<file path="src/rtl/ddr5_rcd_pkg.sv">
// Shared CA-path types for the RCD: command fields, the alert FSM encoding
// and the bundled command struct used by the forward path and the error log.
package ddr5_rcd_pkg;

  localparam int CA_CMD_W  = 7;
  localparam int CA_ADDR_W = 17;
  localparam int CA_CS_W   = 2;

  typedef enum logic [1:0] {
    IDLE  = 2'd0,
    ALERT = 2'd1,
    HOLD  = 2'd2
  } alert_state_e;

  typedef struct packed {
    logic [CA_CMD_W-1:0]  cmd;
    logic [CA_ADDR_W-1:0] addr;
    logic [CA_CS_W-1:0]   cs;
  } ca_cmd_t;

endpackage

</file>
<file path="src/rtl/ddr5_rcd_ca_parity_chk.sv">
// Combinational 27-bit parity reduction over a CA command and its parity bit.
// odd=1 means the even-parity rule is violated.
module ddr5_rcd_ca_parity_chk
  import ddr5_rcd_pkg::*;
(
  input  logic [CA_CMD_W-1:0]  cmd,
  input  logic [CA_ADDR_W-1:0] addr,
  input  logic [CA_CS_W-1:0]   cs,
  input  logic                 par,
  output logic                 odd
);

  assign odd = ^{cmd, addr, cs, par};

endmodule

</file>
<file path="src/rtl/ddr5_rcd_ca_parity_alert.sv">
// RCD-side CA parity responder: forwards good commands, drops bad ones and
// drives the ALERT_n pulse, parity_err strobe, first-error log and error count.
module ddr5_rcd_ca_parity_alert
  import ddr5_rcd_pkg::*;
#(
  parameter int ALERT_PW        = 4,
  parameter bit BLOCK_AFTER_ERR = 1'b1,
  parameter int CNT_W           = 8
) (
  input  logic                 clk,
  input  logic                 rst,
  input  logic                 ca_valid,
  input  logic [CA_CMD_W-1:0]  ca_cmd,
  input  logic [CA_ADDR_W-1:0] ca_addr,
  input  logic [CA_CS_W-1:0]   ca_cs,
  input  logic                 ca_par,
  input  logic                 err_clr,
  output logic                 out_valid,
  output logic [CA_CMD_W-1:0]  out_cmd,
  output logic [CA_ADDR_W-1:0] out_addr,
  output logic [CA_CS_W-1:0]   out_cs,
  output logic                 parity_err,
  output logic                 alert_n,
  output logic                 err_log_valid,
  output logic [CA_CMD_W-1:0]  err_log_cmd,
  output logic [CA_ADDR_W-1:0] err_log_addr,
  output logic [CA_CS_W-1:0]   err_log_cs,
  output logic [CNT_W-1:0]     err_cnt,
  output logic                 busy
);

  localparam logic [7:0] PW_LOAD = 8'(ALERT_PW - 1);

  function automatic logic [CNT_W-1:0] sat_inc(input logic [CNT_W-1:0] v);
    return (&v) ? v : v + CNT_W'(1);
  endfunction

  alert_state_e   state_q, state_d;
  logic [7:0]     pcnt_q, pcnt_d;

  logic           odd_p0, bad_p0, fwd_p0, clr_ok_p0;
  ca_cmd_t        ca_p0;

  logic           vld_p1;
  ca_cmd_t        out_p1;
  logic           perr_p1;
  logic           alert_n_p1;
  logic           log_vld_p1;
  ca_cmd_t        log_p1;
  logic [CNT_W-1:0] cnt_p1;
  logic           busy_p1;

  ddr5_rcd_ca_parity_chk u_chk (
    .cmd  (ca_cmd),
    .addr (ca_addr),
    .cs   (ca_cs),
    .par  (ca_par),
    .odd  (odd_p0)
  );

  // Stage p0: combinational classification of the incoming command
  assign ca_p0     = '{cmd: ca_cmd, addr: ca_addr, cs: ca_cs};
  assign bad_p0    = ca_valid & odd_p0;
  assign fwd_p0    = ca_valid & ~odd_p0 & (state_q == IDLE);
  assign clr_ok_p0 = err_clr & (state_q != ALERT);

  always_comb begin
    state_d = state_q;
    pcnt_d  = pcnt_q;
    case (state_q)
      IDLE: begin
        if (bad_p0) begin
          state_d = ALERT;
          pcnt_d  = PW_LOAD;
        end
      end
      ALERT: begin
        if (pcnt_q == 8'd0) state_d = BLOCK_AFTER_ERR ? HOLD : IDLE;
        else                pcnt_d  = pcnt_q - 8'd1;
      end
      HOLD: begin
        if (err_clr) state_d = IDLE;
      end
      default: state_d = IDLE;
    endcase
  end

  // Stage p1: all outputs registered one cycle after the command
  always_ff @(posedge clk) begin
    if (rst) begin
      state_q    <= IDLE;
      pcnt_q     <= '0;
      vld_p1     <= 1'b0;
      out_p1     <= '0;
      perr_p1    <= 1'b0;
      alert_n_p1 <= 1'b1;
      log_vld_p1 <= 1'b0;
      log_p1     <= '0;
      cnt_p1     <= '0;
      busy_p1    <= 1'b0;
    end else begin
      state_q    <= state_d;
      pcnt_q     <= pcnt_d;
      vld_p1     <= fwd_p0;
      perr_p1    <= bad_p0;
      alert_n_p1 <= (state_d != ALERT);
      busy_p1    <= (state_d != IDLE);
      if (fwd_p0) out_p1 <= ca_p0;
      if (bad_p0) cnt_p1 <= sat_inc(cnt_p1);
      // A fresh capture beats a simultaneous clear so the newest error is kept
      if (bad_p0 && (!log_vld_p1 || clr_ok_p0)) begin
        log_p1     <= ca_p0;
        log_vld_p1 <= 1'b1;
      end else if (clr_ok_p0) begin
        log_vld_p1 <= 1'b0;
      end
    end
  end

  assign out_valid     = vld_p1;
  assign out_cmd       = out_p1.cmd;
  assign out_addr      = out_p1.addr;
  assign out_cs        = out_p1.cs;
  assign parity_err    = perr_p1;
  assign alert_n       = alert_n_p1;
  assign err_log_valid = log_vld_p1;
  assign err_log_cmd   = log_p1.cmd;
  assign err_log_addr  = log_p1.addr;
  assign err_log_cs    = log_p1.cs;
  assign err_cnt       = cnt_p1;
  assign busy          = busy_p1;

endmodule

</file>
<file path="config.mk">
export PLATFORM = sky130hd
export DESIGN_NAME = ddr5_rcd_ca_parity_alert
export DESIGN_NICKNAME = d
export VERILOG_FILES = /design/src/rtl/ddr5_rcd_pkg.sv /design/src/rtl/ddr5_rcd_ca_parity_chk.sv /design/src/rtl/ddr5_rcd_ca_parity_alert.sv
export SDC_FILE = /design/constraint.sdc
export NUM_CORES = 1
export LEC_CHECK = 0
export ABC_CLOCK_PERIOD_IN_PS = 4270
export CAP_MARGIN = 20
export CORE_ASPECT_RATIO = 1.75
export CORE_UTILIZATION = 51
export CTS_CLUSTER_DIAMETER = 60
export DETAILED_ROUTE_END_ITERATION = 12
export PLACE_DENSITY = 0.85
export RECOVER_POWER = 25
export SETUP_SLACK_MARGIN = 0.1
export SLEW_MARGIN = 20
export SYNTH_ARGS = -nofsm -noshare
export SYNTH_HDL_FRONTEND = slang
export SYNTH_SLANG_ARGS = --single-unit
export TNS_END_PERCENT = 100
</file>
<file path="constraint.sdc">
create_clock -name clk -period 4.27 [get_ports clk]
set_clock_uncertainty 0.15 [all_clocks]
set_input_delay 0.427 -clock clk [delete_from_list [all_inputs] [get_ports clk]]
set_output_delay 0.427 -clock clk [all_outputs]
set_load 0.1 [all_outputs]
</file>
==> results of run 1 <==
==> through the flow <==
stage          setup slack (ns)    util  hold WS [ns]  instances  cell area, µm²
4_1_cts                   1.228  0.7329        0.3035        518            4599
5_1_grt                  0.8118  0.7327        0.3231        518            4598
2_1_floorplan             1.769       -        0.3258        341            3381
6_report                  1.049  0.7327        0.3086        518            4598
3_3_place_gp             0.9498  0.6944        0.2925        502            4358
3_5_place_dp             0.8994  0.6944        0.3048        502            4358
==> flip-flops by register name, indices dropped and copies added, names as in the netlist, 2 cells and up <==
signal / cells
err_log_addr: 17
out_addr: 17
err_cnt: 8
pcnt_q: 8
err_log_cmd: 7
out_cmd: 7
err_log_cs: 2
out_cs: 2
state_q: 2
==> layer usage <==
layer	share of wire	wire length [µm]	up-vias	track usage
met5	0	0	-	0
met1	0.41	3087	1260	0.2463
li1	-	-	1320	-
met3	0.039	295	14	0.05602
met2	0.54	4089	69	0.4187
met4	0.019	147	0	0.1039
==> path summary, 6_finish.rpt <==
path                                start                      endpoint  slack, ns
min reg2reg  err_log_addr[2]$_SDFFE_PP0P_  err_log_addr[2]$_SDFFE_PP0P_       0.31
max reg2reg        pcnt_q[0]$_SDFFE_PP0P_        pcnt_q[5]$_SDFFE_PP0P_       2.10
min                                   rst          out_valid$_SDFF_PP0_       0.31
max                           ca_addr[16]   err_log_cmd[1]$_SDFFE_PP0P_       1.05
==> cell families (layout without fill, tap and decap cells) <==
kind of cell	Yosys count	in the layout	share of synthesized area
compound gates	19	19	0.03886
xor+xnor	30	30	0.08845
fa+ha+maj	3	3	0.01110
buf+inv	20	117	0.03035
flops	75	75	0.4441
mux	56	56	0.1669
simple gates	138	138	0.2202
==> cell usage in the layout (no fill, tap or decap), types with 4 or more instances in the layout <==
master                            count
sky130_fd_sc_hd__a21oi_1              6
sky130_fd_sc_hd__clkbuf_8            10
sky130_fd_sc_hd__clkdlybuf4s50_1     61
sky130_fd_sc_hd__dfxtp_1             75
sky130_fd_sc_hd__dlygate4sd3_1       33
sky130_fd_sc_hd__mux2i_1             53
sky130_fd_sc_hd__nand2_1             32
sky130_fd_sc_hd__nand2b_1            59
sky130_fd_sc_hd__nor2_1              18
sky130_fd_sc_hd__nor2b_1              4
sky130_fd_sc_hd__xnor2_1             20
sky130_fd_sc_hd__xor2_1               7
==> critical path: stages <==
cell and delay [ns]:
sky130_fd_sc_hd__clkdlybuf4s50_1 0.44, sky130_fd_sc_hd__xnor2_1 0.26, sky130_fd_sc_hd__xnor2_1 0.15, sky130_fd_sc_hd__xnor3_1 0.43, sky130_fd_sc_hd__xnor3_1 0.58, sky130_fd_sc_hd__or2_1 0.76
sky130_fd_sc_hd__mux2i_1 0.28
==> cell type report <==
| class | instances | share of cell area |
|---|---|---|
| clock inverters | 5 | 0.02177 |
| clock buffers | 11 | 0.03075 |
| well taps | 80 | 0.02177 |
| repair buffers | 98 | 0.2106 |
| flip-flops and latches | 75 | 0.3265 |
| inverters | 3 | 0.002449 |
| multi-input cells | 246 | 0.3861 |
==> results.rst, run 1 <==
.. list-table::
   :header-rows: 1

   * - Metric
     - Value
   * - Largest net degree at the start of global routing
     - 57
   * - Actual transition at the worst max-transition pin
     - between 1 and 1.5 ns
   * - Post-synth top flop
     - sky130_fd_sc_hd__dfxtp_1
   * - Clock root cell
     - sky130_fd_sc_hd__clkbuf_8
   * - Area share of the largest cell type after synthesis
     - 0.4441
   * - Floorplan die width
     - 63.55 µm
   * - Vertical die dimension
     - about 110 µm
   * - Detailed-route wire length
     - around 7600 µm
   * - Largest area contributor in the synthesized netlist
     - sky130_fd_sc_hd__dfxtp_1
   * - Clock tree from TritonCTS
     - done
   * - Final nets
     - between 400 and 500
   * - Number of cells on the worst hold path
     - 2
   * - Final estimated routing congestion in global placement
     - roughly 0.81
   * - Final setup violating endpoints
     - 0
   * - Critical path type
     - in2reg
   * - Final Max Tran Viols
     - 0
   * - Post-synthesis instance area
     - roughly 0.0034 mm²
   * - Top-level port count
     - 96
   * - Count of endpoints failing hold in the final timing report
     - 0
   * - Run status
     - finished, final reports clean
   * - Number of setup buffers added after CTS
     - 0
   * - Post-synth EDFFs
     - 0
   * - Share of async-settable or async-resettable flops after synthesis
     - 0
   * - Ratio of routed vias to standard cells
     - about 5.1
   * - DP HPWL
     - roughly 5500 µm
   * - Number of antenna violations at the first check in global routing
     - 0
   * - CP startpoint kind
     - primary input
   * - Area overhead of the layout relative to synthesis
     - 36.01%
   * - Area of combinational cells with multiple inputs
     - 0.001775 mm²
   * - Number of CTS-inserted buffers
     - 9
   * - Overflow left after global routing
     - 0
   * - Number of levels in the clock H-tree
     - 3
   * - Overall track demand over capacity in global routing
     - 0.2297
   * - Total of max-cap violations
     - 0
   * - Initial DRC count
     - 104
   * - Total DRC errors in the routed layout
     - 0
   * - First-pass detailed-route iteration total
     - 6
   * - Avg WL per Cell
     - 14.71 µm
   * - Avg Synthesized Cell Area
     - roughly 9.9 µm²
   * - Number of cells on the worst reg-to-reg path
     - 7
   * - Number of nets still failing antenna checks after routing
     - 0
   * - Starting density of the core
     - 0.5387
   * - Synthesis-stage register bit count
     - 75
   * - Syn nets
     - 375
   * - List of most frequent post-synthesis cells
     - 75 x sky130_fd_sc_hd__dfxtp_1, 59 x sky130_fd_sc_hd__nand2b_1, 53 x sky130_fd_sc_hd__mux2i_1, 32 x sky130_fd_sc_hd__nand2_1, 20 x sky130_fd_sc_hd__xnor2_1
   * - Proportion of synthesized chip area in sequential cells
     - 0.4441
   * - Critical path arrival
     - 3.34 ns
   * - Wire length of the first global-routing pass
     - 12280 µm
   * - Worst hold path type
     - in2reg
   * - Die footprint
     - between 0.006 and 0.007 mm²
   * - Setup_tns
     - 0 ns
   * - Count of cells resized by post-cts repair
     - 0
   * - Placement Rows
     - 38
   * - Cell with the most instances after synthesis
     - sky130_fd_sc_hd__dfxtp_1
   * - Buffer depth of the longest clock path
     - 2
   * - RSZ-0062 raised after global routing
     - no
   * - Vias in the first global route
     - 2654
   * - Cells after Synth
     - 341
   * - Kind of capture point of the worst setup path
     - flip-flop
   * - CTS sink cnt
     - 75
   * - Yosys warning count
     - 0
   * - Clock Latency Late Sink
     - 0.34 ns
   * - Layout cell share with drive strength beyond 1
     - 0.05479
   * - Clock-pin slew on the worst setup and hold paths
     - roughly 0.080 ns
   * - Placeable core region
     - 0.006276 mm²
   * - Cts-stage hold buffer count
     - 0
   * - Top cells by area, synth
     - sky130_fd_sc_hd__dfxtp_1 44%, sky130_fd_sc_hd__mux2i_1 16%, sky130_fd_sc_hd__nand2b_1 11%
   * - Worst endpoint required time
     - 4.39 ns
   * - Fill cell instance count of the final layout
     - between 400 and 500
   * - Maximum fanout along the worst path
     - 19
   * - Relative slew margins
     - 0.3201
   * - Post-synth cell types
     - 39
   * - Antenna Cells
     - 0
   * - Total number of vias
     - ~2700
   * - Min Clock Period, post-route
     - about 3.2 ns
   * - Quantity of I/O buffers inserted on ports
     - 95
   * - Sequential standard cell area
     - 0.001501 mm²
   * - Maximum clock frequency
     - between 300 and 400 MHz
   * - Crit share post-route
     - 0.7543
Power of run 1 is not shown: default switching activity piles up to over one toggle a cycle in this logic, so the estimate is an artifact.
==> run 2, diff against run 1 <==
--- a/config.mk
+++ b/config.mk
@@ -5,13 +5,13 @@
 export SDC_FILE = /design/constraint.sdc
 export NUM_CORES = 1
 export LEC_CHECK = 0
-export ABC_CLOCK_PERIOD_IN_PS = 4270
+export ABC_CLOCK_PERIOD_IN_PS = 2700
 export CAP_MARGIN = 20
 export CORE_ASPECT_RATIO = 1.75
-export CORE_UTILIZATION = 51
+export CORE_UTILIZATION = 43
 export CTS_CLUSTER_DIAMETER = 60
 export DETAILED_ROUTE_END_ITERATION = 12
-export PLACE_DENSITY = 0.85
+export PLACE_DENSITY = 0.76
 export RECOVER_POWER = 25
 export SETUP_SLACK_MARGIN = 0.1
 export SLEW_MARGIN = 20
==> constraint.sdc (replaced) <==
create_clock -name clk -period 2.7 [get_ports clk]
set_clock_uncertainty 0.15 [all_clocks]
set_input_delay 0.27 -clock clk [delete_from_list [all_inputs] [get_ports clk]]
set_output_delay 0.27 -clock clk [all_outputs]
set_load 0.1 [all_outputs]
==> run 2 against run 1 <==
Count of clock-buffer cells in the layout is 3 higher; critical path depth unchanged; final area is 2.9% lower; register-to-register slack worse by 1.6 ns; sequential share of layout area up 0.99 points; sequential cell count did not move; global-route usage down 3.0 points; via count is 2.3% higher; worst setup slack worse by 0.80 ns; largest cell class unchanged.
==> results.rst, run 2 (synthesized netlist as in run 1, its figures left out) <==
.. list-table::
   :header-rows: 1

   * - Metric
     - Value
   * - Detailed-route wire length
     - 7898 µm (+3.7%)
   * - Wire length of the first global-routing pass
     - 12940 µm (+5.3%)
   * - Placeable core region
     - 0.007567 mm² (+21%)
   * - Relative slew margins
     - 0.1888 (-0.1313)
   * - Worst hold path type
     - reg2reg
   * - Overall track demand over capacity in global routing
     - 0.1995 (-0.03015)
   * - FF-to-FF Start
     - pcnt_q[0]$_SDFFE_PP0P_
   * - Crit share post-route
     - 0.9091
   * - Critical Path Slowest Stage Cell
     - sky130_fd_sc_hd__or4_1
   * - DP HPWL
     - 5863 µm (+7.0%)
   * - Vertical die dimension
     - 119.3 µm (+8.7%)
   * - Area of combinational cells with multiple inputs
     - 0.001784 mm² (+0.49%)
   * - RSZ-0062 raised after global routing
     - no
   * - Crit-path most repeated cell
     - sky130_fd_sc_hd__xnor2_1
   * - Quantity of I/O buffers inserted on ports
     - 95 (unchanged)
   * - Initial DRC count
     - 79 (-24%)
   * - Antenna Cells
     - 0 (unchanged)
   * - Number of antenna violations at the first check in global routing
     - 0 (unchanged)
   * - Maximum fanout along the worst path
     - 13 (-6)
   * - Number of levels in the clock H-tree
     - 3 (unchanged)
   * - Worst endpoint required time
     - 2.81 ns (-1.58 ns)
   * - CP startpoint kind
     - primary input
   * - First-pass detailed-route iteration total
     - 4 (-2)
   * - Starting density of the core
     - 0.4468 (-0.09192)
   * - Final setup violating endpoints
     - 0 (unchanged)
   * - Setup_tns
     - 0 ns (unchanged)
   * - Total of max-cap violations
     - 0 (unchanged)
   * - Kind of capture point of the worst setup path
     - flip-flop
   * - Number of CTS-inserted buffers
     - 9 (unchanged)
   * - CTS sink cnt
     - 75 (unchanged)
   * - Layout cell share with drive strength beyond 1
     - 0.1441 (+0.08933)
   * - Final nets
     - 482 (+3.2%)
   * - Buffer depth of the longest clock path
     - 2 (unchanged)
   * - Die footprint
     - 0.008234 mm² (+18%)
   * - Final Max Tran Viols
     - 0 (unchanged)
   * - Avg WL per Cell
     - 14.65 µm (-0.38%)
   * - Min Clock Period, post-route
     - 2.455 ns
   * - Actual transition at the worst max-transition pin
     - 1.222 ns (+0.2053 ns)
   * - Ratio of routed vias to standard cells
     - 5.054 (-1.7%)
   * - Sequential standard cell area
     - 0.001501 mm² (unchanged)
   * - Placement Rows
     - 42 (+11%)
   * - Critical Path Max Stage Delay
     - 0.54 ns (-0.22 ns)
   * - Total number of vias
     - 2724 (+2.3%)
   * - Worst hold start
     - err_log_addr[9]$_SDFFE_PP0P_
   * - Vias in the first global route
     - 2762 (+4.1%)
   * - Critical path type
     - in2reg
   * - Area overhead of the layout relative to synthesis
     - 32.01%
   * - Final design area excluding fillers
     - 0.004463 mm² (-2.9%)
   * - Fill cell instance count of the final layout
     - 705 (+41%)
   * - Final estimated routing congestion in global placement
     - 0.8306 (+2.4%)
   * - Clock root cell
     - sky130_fd_sc_hd__clkbuf_16
   * - Startpoint of the worst setup timing path
     - ca_addr[6]
   * - Top-level port count
     - 96 (unchanged)
   * - Crit-path cells
     - clkdlybuf4s50_1, xnor2_1, xnor2_1, xnor3_1, xnor3_2, or4_1, a21oi_1
   * - Most frequent cells in the layout
     - 75 x sky130_fd_sc_hd__dfxtp_1, 59 x sky130_fd_sc_hd__nand2b_1, 53 x sky130_fd_sc_hd__mux2i_1, 46 x sky130_fd_sc_hd__buf_4, 40 x sky130_fd_sc_hd__clkbuf_1
   * - Largest net degree at the start of global routing
     - 45 (-21%)
   * - Run status
     - finished, final reports clean
   * - Number of nets still failing antenna checks after routing
     - 0 (unchanged)
   * - Leading cell type in the layout, fill and taps excluded
     - sky130_fd_sc_hd__dfxtp_1
   * - Maximum clock frequency
     - around 410 MHz
   * - Total DRC errors in the routed layout
     - 0 (unchanged)
   * - Clock tree from TritonCTS
     - done
   * - Count of endpoints failing hold in the final timing report
     - 0 (unchanged)
   * - Floorplan die width
     - 69.03 µm (+8.6%)
   * - Clock Latency Late Sink
     - 0.33 ns (about the same)
   * - Critical path arrival
     - 2.57 ns (-0.77 ns)
   * - Cts-stage hold buffer count
     - 0 (unchanged)
   * - Overflow left after global routing
     - 0 (unchanged)
   * - Clock-pin slew on the worst setup and hold paths
     - 0.05 ns (-0.03 ns)
   * - Final core utilization
     - 0.5898 (-0.1429)
   * - Placed instance area
     - 0.004335 mm² (-0.52%)
run 2: cell types whose count changed in the layout (fill, tap and decap cells not counted):
cell	delta
sky130_fd_sc_hd__clkbuf_8	-10
sky130_fd_sc_hd__clkbuf_16	+9
sky130_fd_sc_hd__xnor2_2	+1
sky130_fd_sc_hd__buf_12	+2
sky130_fd_sc_hd__clkbuf_1	+39
sky130_fd_sc_hd__clkdlybuf4s50_1	-32
sky130_fd_sc_hd__bufinv_16	-3
sky130_fd_sc_hd__clkinv_2	-2
sky130_fd_sc_hd__xnor3_1	-1
sky130_fd_sc_hd__xnor3_2	+1
sky130_fd_sc_hd__buf_4	+43
sky130_fd_sc_hd__dlygate4sd3_1	-33
sky130_fd_sc_hd__xnor2_1	-1
run 2: worst paths after layout:
kind	to	slack [ns]	depth (start not counted)
worst min-delay path	err_log_addr[9]$_SDFFE_PP0P_	0.31	2
worst max-delay path	err_cnt[7]$_SDFFE_PP0P_	0.25	7
worst max register to register	pcnt_q[5]$_SDFFE_PP0P_	0.51	7
worst min register to register	err_log_addr[9]$_SDFFE_PP0P_	0.31	2
run 2: final cells by class:
| type | count | share of cell area |
|---|---|---|
| flip-flops and latches | 75 | 0.3364 |
| repair buffers | 113 | 0.1819 |
| well taps | 88 | 0.02467 |
| clock buffers | 14 | 0.05467 |
| multi-input cells | 246 | 0.3998 |
| inverters | 3 | 0.002523 |
run 2: routing by layer:
layer | up-vias | track usage | share of wire
met4 | 0 | 0.1224 | 0.039
li1 | 1347 | - | -
met3 | 20 | 0.03976 | 0.040
met5 | - | 0 | 0
met2 | 84 | 0.3623 | 0.54
met1 | 1273 | 0.2058 | 0.38
run 2: worst max-delay path: cells and delay by family:
| kind | cells | cell delay, ns |
|---|---|---|
| and+or+nand+nor | 1 | 0.54 |
| xor gates and xnor gates | 4 | 1.18 |
| buffers and inverters | 1 | 0.44 |
| AOI/OAI and AO/OA | 1 | 0.14 |
run 2: repair_timing:
item                       4_1_cts  5_1_grt
buffers inserted                 0        1
gates resized for setup          0        1
setup endpoints to repair        0        7
run 2: stage by stage:
stage	hold slack [ns]	worst slack (ns)	std cells
2_1_floorplan	0.2705	0.1987	341
3_3_place_gp	0.2956	-0.1339	524
3_5_place_dp	0.3017	-0.1706	524
4_1_cts	0.3103	0.1735	538
5_1_grt	0.3153	0.1025	539
6_report	0.3074	0.2455	539
Power of run 2 is left out for the same reason.
==> run 3, diff against run 2 <==
--- a/config.mk
+++ b/config.mk
@@ -5,7 +5,7 @@
 export SDC_FILE = /design/constraint.sdc
 export NUM_CORES = 1
 export LEC_CHECK = 0
-export ABC_CLOCK_PERIOD_IN_PS = 2700
+export ABC_CLOCK_PERIOD_IN_PS = 2000
 export CAP_MARGIN = 20
 export CORE_ASPECT_RATIO = 1.75
 export CORE_UTILIZATION = 43
==> constraint.sdc (replaced) <==
create_clock -name clk -period 2 [get_ports clk]
set_clock_uncertainty 0.15 [all_clocks]
set_input_delay 0.2 -clock clk [delete_from_list [all_inputs] [get_ports clk]]
set_output_delay 0.2 -clock clk [all_outputs]
set_load 0.1 [all_outputs]
==> run 3 against run 2 <==
The flow now finishes with violations (setup timing); register-to-register slack got worse by 0.54 ns; critical endpoint is now err_cnt[5]$_SDFFE_PP0P_; count of clock-buffer cells in the layout fell by 3; largest cell class unchanged; first-iteration DRC count rose by 8.9%; cell count rose by 5.2%; sequential cell count did not move; routed wire length rose by 13%.
==> results.rst, run 3 (synthesized netlist as in run 1, its figures left out) <==
.. list-table::
   :header-rows: 1

   * - Metric
     - Value
   * - Antenna Cells
     - 0 (unchanged)
   * - Critical path type
     - in2reg
   * - Cts-stage hold buffer count
     - 0 (unchanged)
   * - Fill cell instance count of the final layout
     - 589 (-16%)
   * - Final nets
     - 508 (+5.4%)
   * - Critical path arrival
     - 2.18 ns (-0.39 ns)
   * - Overall track demand over capacity in global routing
     - 0.2257 (+0.02616)
   * - Number of cells in the design after placement
     - 535 (+2.1%)
   * - Overflow left after global routing
     - 0 (unchanged)
   * - Avg WL per Cell
     - 15.74 µm (+7.4%)
   * - Run status
     - finished with violations
   * - Number of levels in the clock H-tree
     - 3 (unchanged)
   * - Number of nets still failing antenna checks after routing
     - 0 (unchanged)
   * - Final standard cell count with taps included and fillers excluded
     - 567 (+5.2%)
   * - First-pass detailed-route iteration total
     - 4 (unchanged)
   * - Initial DRC count
     - 86 (+8.9%)
   * - DP HPWL
     - 5735 µm (-2.2%)
   * - Buffer depth of the longest clock path
     - 2 (unchanged)
   * - Final core utilization
     - 0.6930 (+0.1032)
   * - Violations in the final reports
     - setup timing
   * - Vertical die dimension
     - 119.3 µm (unchanged)
   * - Total DRC errors in the routed layout
     - 0 (unchanged)
   * - Vias in the first global route
     - 2986 (+8.1%)
   * - Final Max Tran Viols
     - 0 (unchanged)
   * - CTS sink cnt
     - 75 (unchanged)
   * - Relative slew margins
     - 0.6291 (+0.4403)
   * - Quantity of I/O buffers inserted on ports
     - 95 (unchanged)
   * - Die footprint
     - 0.008234 mm² (unchanged)
   * - Detailed-route wire length
     - 8925 µm (+13%)
   * - RSZ-0062 raised after global routing
     - yes
   * - Clock-pin slew on the worst setup and hold paths
     - 0.06 ns (about the same)
   * - Clock root cell
     - sky130_fd_sc_hd__clkbuf_16
   * - Area overhead of the layout relative to synthesis
     - 55.11%
   * - Actual transition at the worst max-transition pin
     - 0.5587 ns (-0.6633 ns)
   * - Placeable core region
     - 0.007567 mm² (unchanged)
   * - Clock Latency Late Sink
     - 0.33 ns (about the same)
   * - Worst hold path type
     - in2reg
   * - Maximum fanout along the worst path
     - 5 (-8)
   * - Kind of capture point of the worst setup path
     - flip-flop
   * - Clock tree from TritonCTS
     - done
   * - Leading cell type in the layout, fill and taps excluded
     - sky130_fd_sc_hd__dfxtp_1
   * - Starting density of the core
     - 0.4468 (unchanged)
   * - Largest net degree at the start of global routing
     - 48 (+6.7%)
   * - Most frequent cells in the layout
     - 69 x sky130_fd_sc_hd__dfxtp_1, 66 x sky130_fd_sc_hd__buf_4, 58 x sky130_fd_sc_hd__nand2b_1, 52 x sky130_fd_sc_hd__mux2i_1, 32 x sky130_fd_sc_hd__clkbuf_2
   * - Number of CTS-inserted buffers
     - 9 (unchanged)
   * - Placement Rows
     - 42 (unchanged)
   * - Setup_tns
     - -0.1620 ns (-0.1620 ns)
   * - Layout cell share with drive strength beyond 1
     - 0.4217 (+0.2776)
   * - Maximum clock frequency
     - 482.2 MHz
   * - Ratio of routed vias to standard cells
     - 5.072 (+0.37%)
   * - Top-level port count
     - 96 (unchanged)
   * - Total number of vias
     - 2876 (+5.6%)
   * - Final estimated routing congestion in global placement
     - 0.8164 (-1.7%)
   * - Wire length of the first global-routing pass
     - 14410 µm (+11%)
   * - Total of max-cap violations
     - 0 (unchanged)
   * - Min Clock Period, post-route
     - 2.074 ns
   * - Worst Setup Slack, final
     - -0.07381 ns (-0.3193 ns)
   * - Final setup violating endpoints
     - 5 (+5)
   * - CP startpoint kind
     - primary input
   * - WHS
     - 0.006905 ns (-0.3005 ns)
   * - Worst endpoint required time
     - 2.11 ns (-0.70 ns)
   * - Floorplan die width
     - 69.03 µm (unchanged)
   * - Crit share post-route
     - 1.037
   * - Count of endpoints failing hold in the final timing report
     - 0 (unchanged)
   * - Number of antenna violations at the first check in global routing
     - 0 (unchanged)
run 3: cell types whose count changed in the layout (fill, tap and decap cells not counted), sizes merged, moves of 3 or more:
cell           before  now
clkdlybuf4s50      29    2
clkinv              0    3
clkdlybuf4s15       0    3
clkbuf             49   44
buf                49   99
run 3: path summary, 6_finish.rpt:
path / cells after the start / end / from / slack, ns
setup / recovery: 9 / err_cnt[5]$_SDFFE_PP0P_ / ca_addr[13] / -0.07
hold reg to reg: 2 / err_log_addr[3]$_SDFFE_PP0P_ / err_log_addr[3]$_SDFFE_PP0P_ / 0.31
hold / removal: 3 / err_log_addr[14]$_SDFFE_PP0P_ / ca_addr[14] / 0.007
setup reg to reg: 8 / err_cnt[5]$_SDFFE_PP0P_ / err_cnt[0]$_SDFFE_PP0P_ / -0.03
run 3: cell type report:
class,count,area [µm²],area share
Clock buffer,11,242.7,0.04629
Clock inverter,5,52.55,0.01002
Inverter,3,11.26,0.002147
Multi-Input combinational cell,247,2157,0.4114
Sequential cell,75,1514,0.2887
Tap cell,88,110.1,0.02100
Timing Repair Buffer,138,1156,0.2205
run 3: per-layer routing:
metal / track usage / wire (µm)
met3: 0.04738 / 361
met5: 0 / 0
met1: 0.2392 / 3444
met4: 0.1110 / 245
met2: 0.4138 / 4874
run 3: worst max-delay path: stages:
cell                      delay (ns)
sky130_fd_sc_hd__buf_8          0.11
sky130_fd_sc_hd__xor2_4         0.18
sky130_fd_sc_hd__xnor2_2        0.15
sky130_fd_sc_hd__xnor2_1        0.24
sky130_fd_sc_hd__xnor3_2        0.56
sky130_fd_sc_hd__buf_6          0.16
sky130_fd_sc_hd__buf_6          0.10
sky130_fd_sc_hd__or3_1          0.34
sky130_fd_sc_hd__a21oi_1        0.15
run 3: repair_timing:
action / CTS / global route
endpoints found under the setup margin: 74 / 74
cloned: 5 / 0
setup buffers: 10 / 3
hold endpoints to repair: 0 / 0
gates resized for setup: 132 / 42
pin swaps: 44 / 36
run 3: metrics by stage:
step | setup slack [ns] | area (µm²)
floorplan | -0.05739 | 3477
global placement | -0.7574 | 4526
detailed placement | -0.7747 | 4526
CTS | -0.2282 | 5235
global route | -0.1264 | 5244
finish | -0.07381 | 5244
Power of run 3 is left out for the same reason.
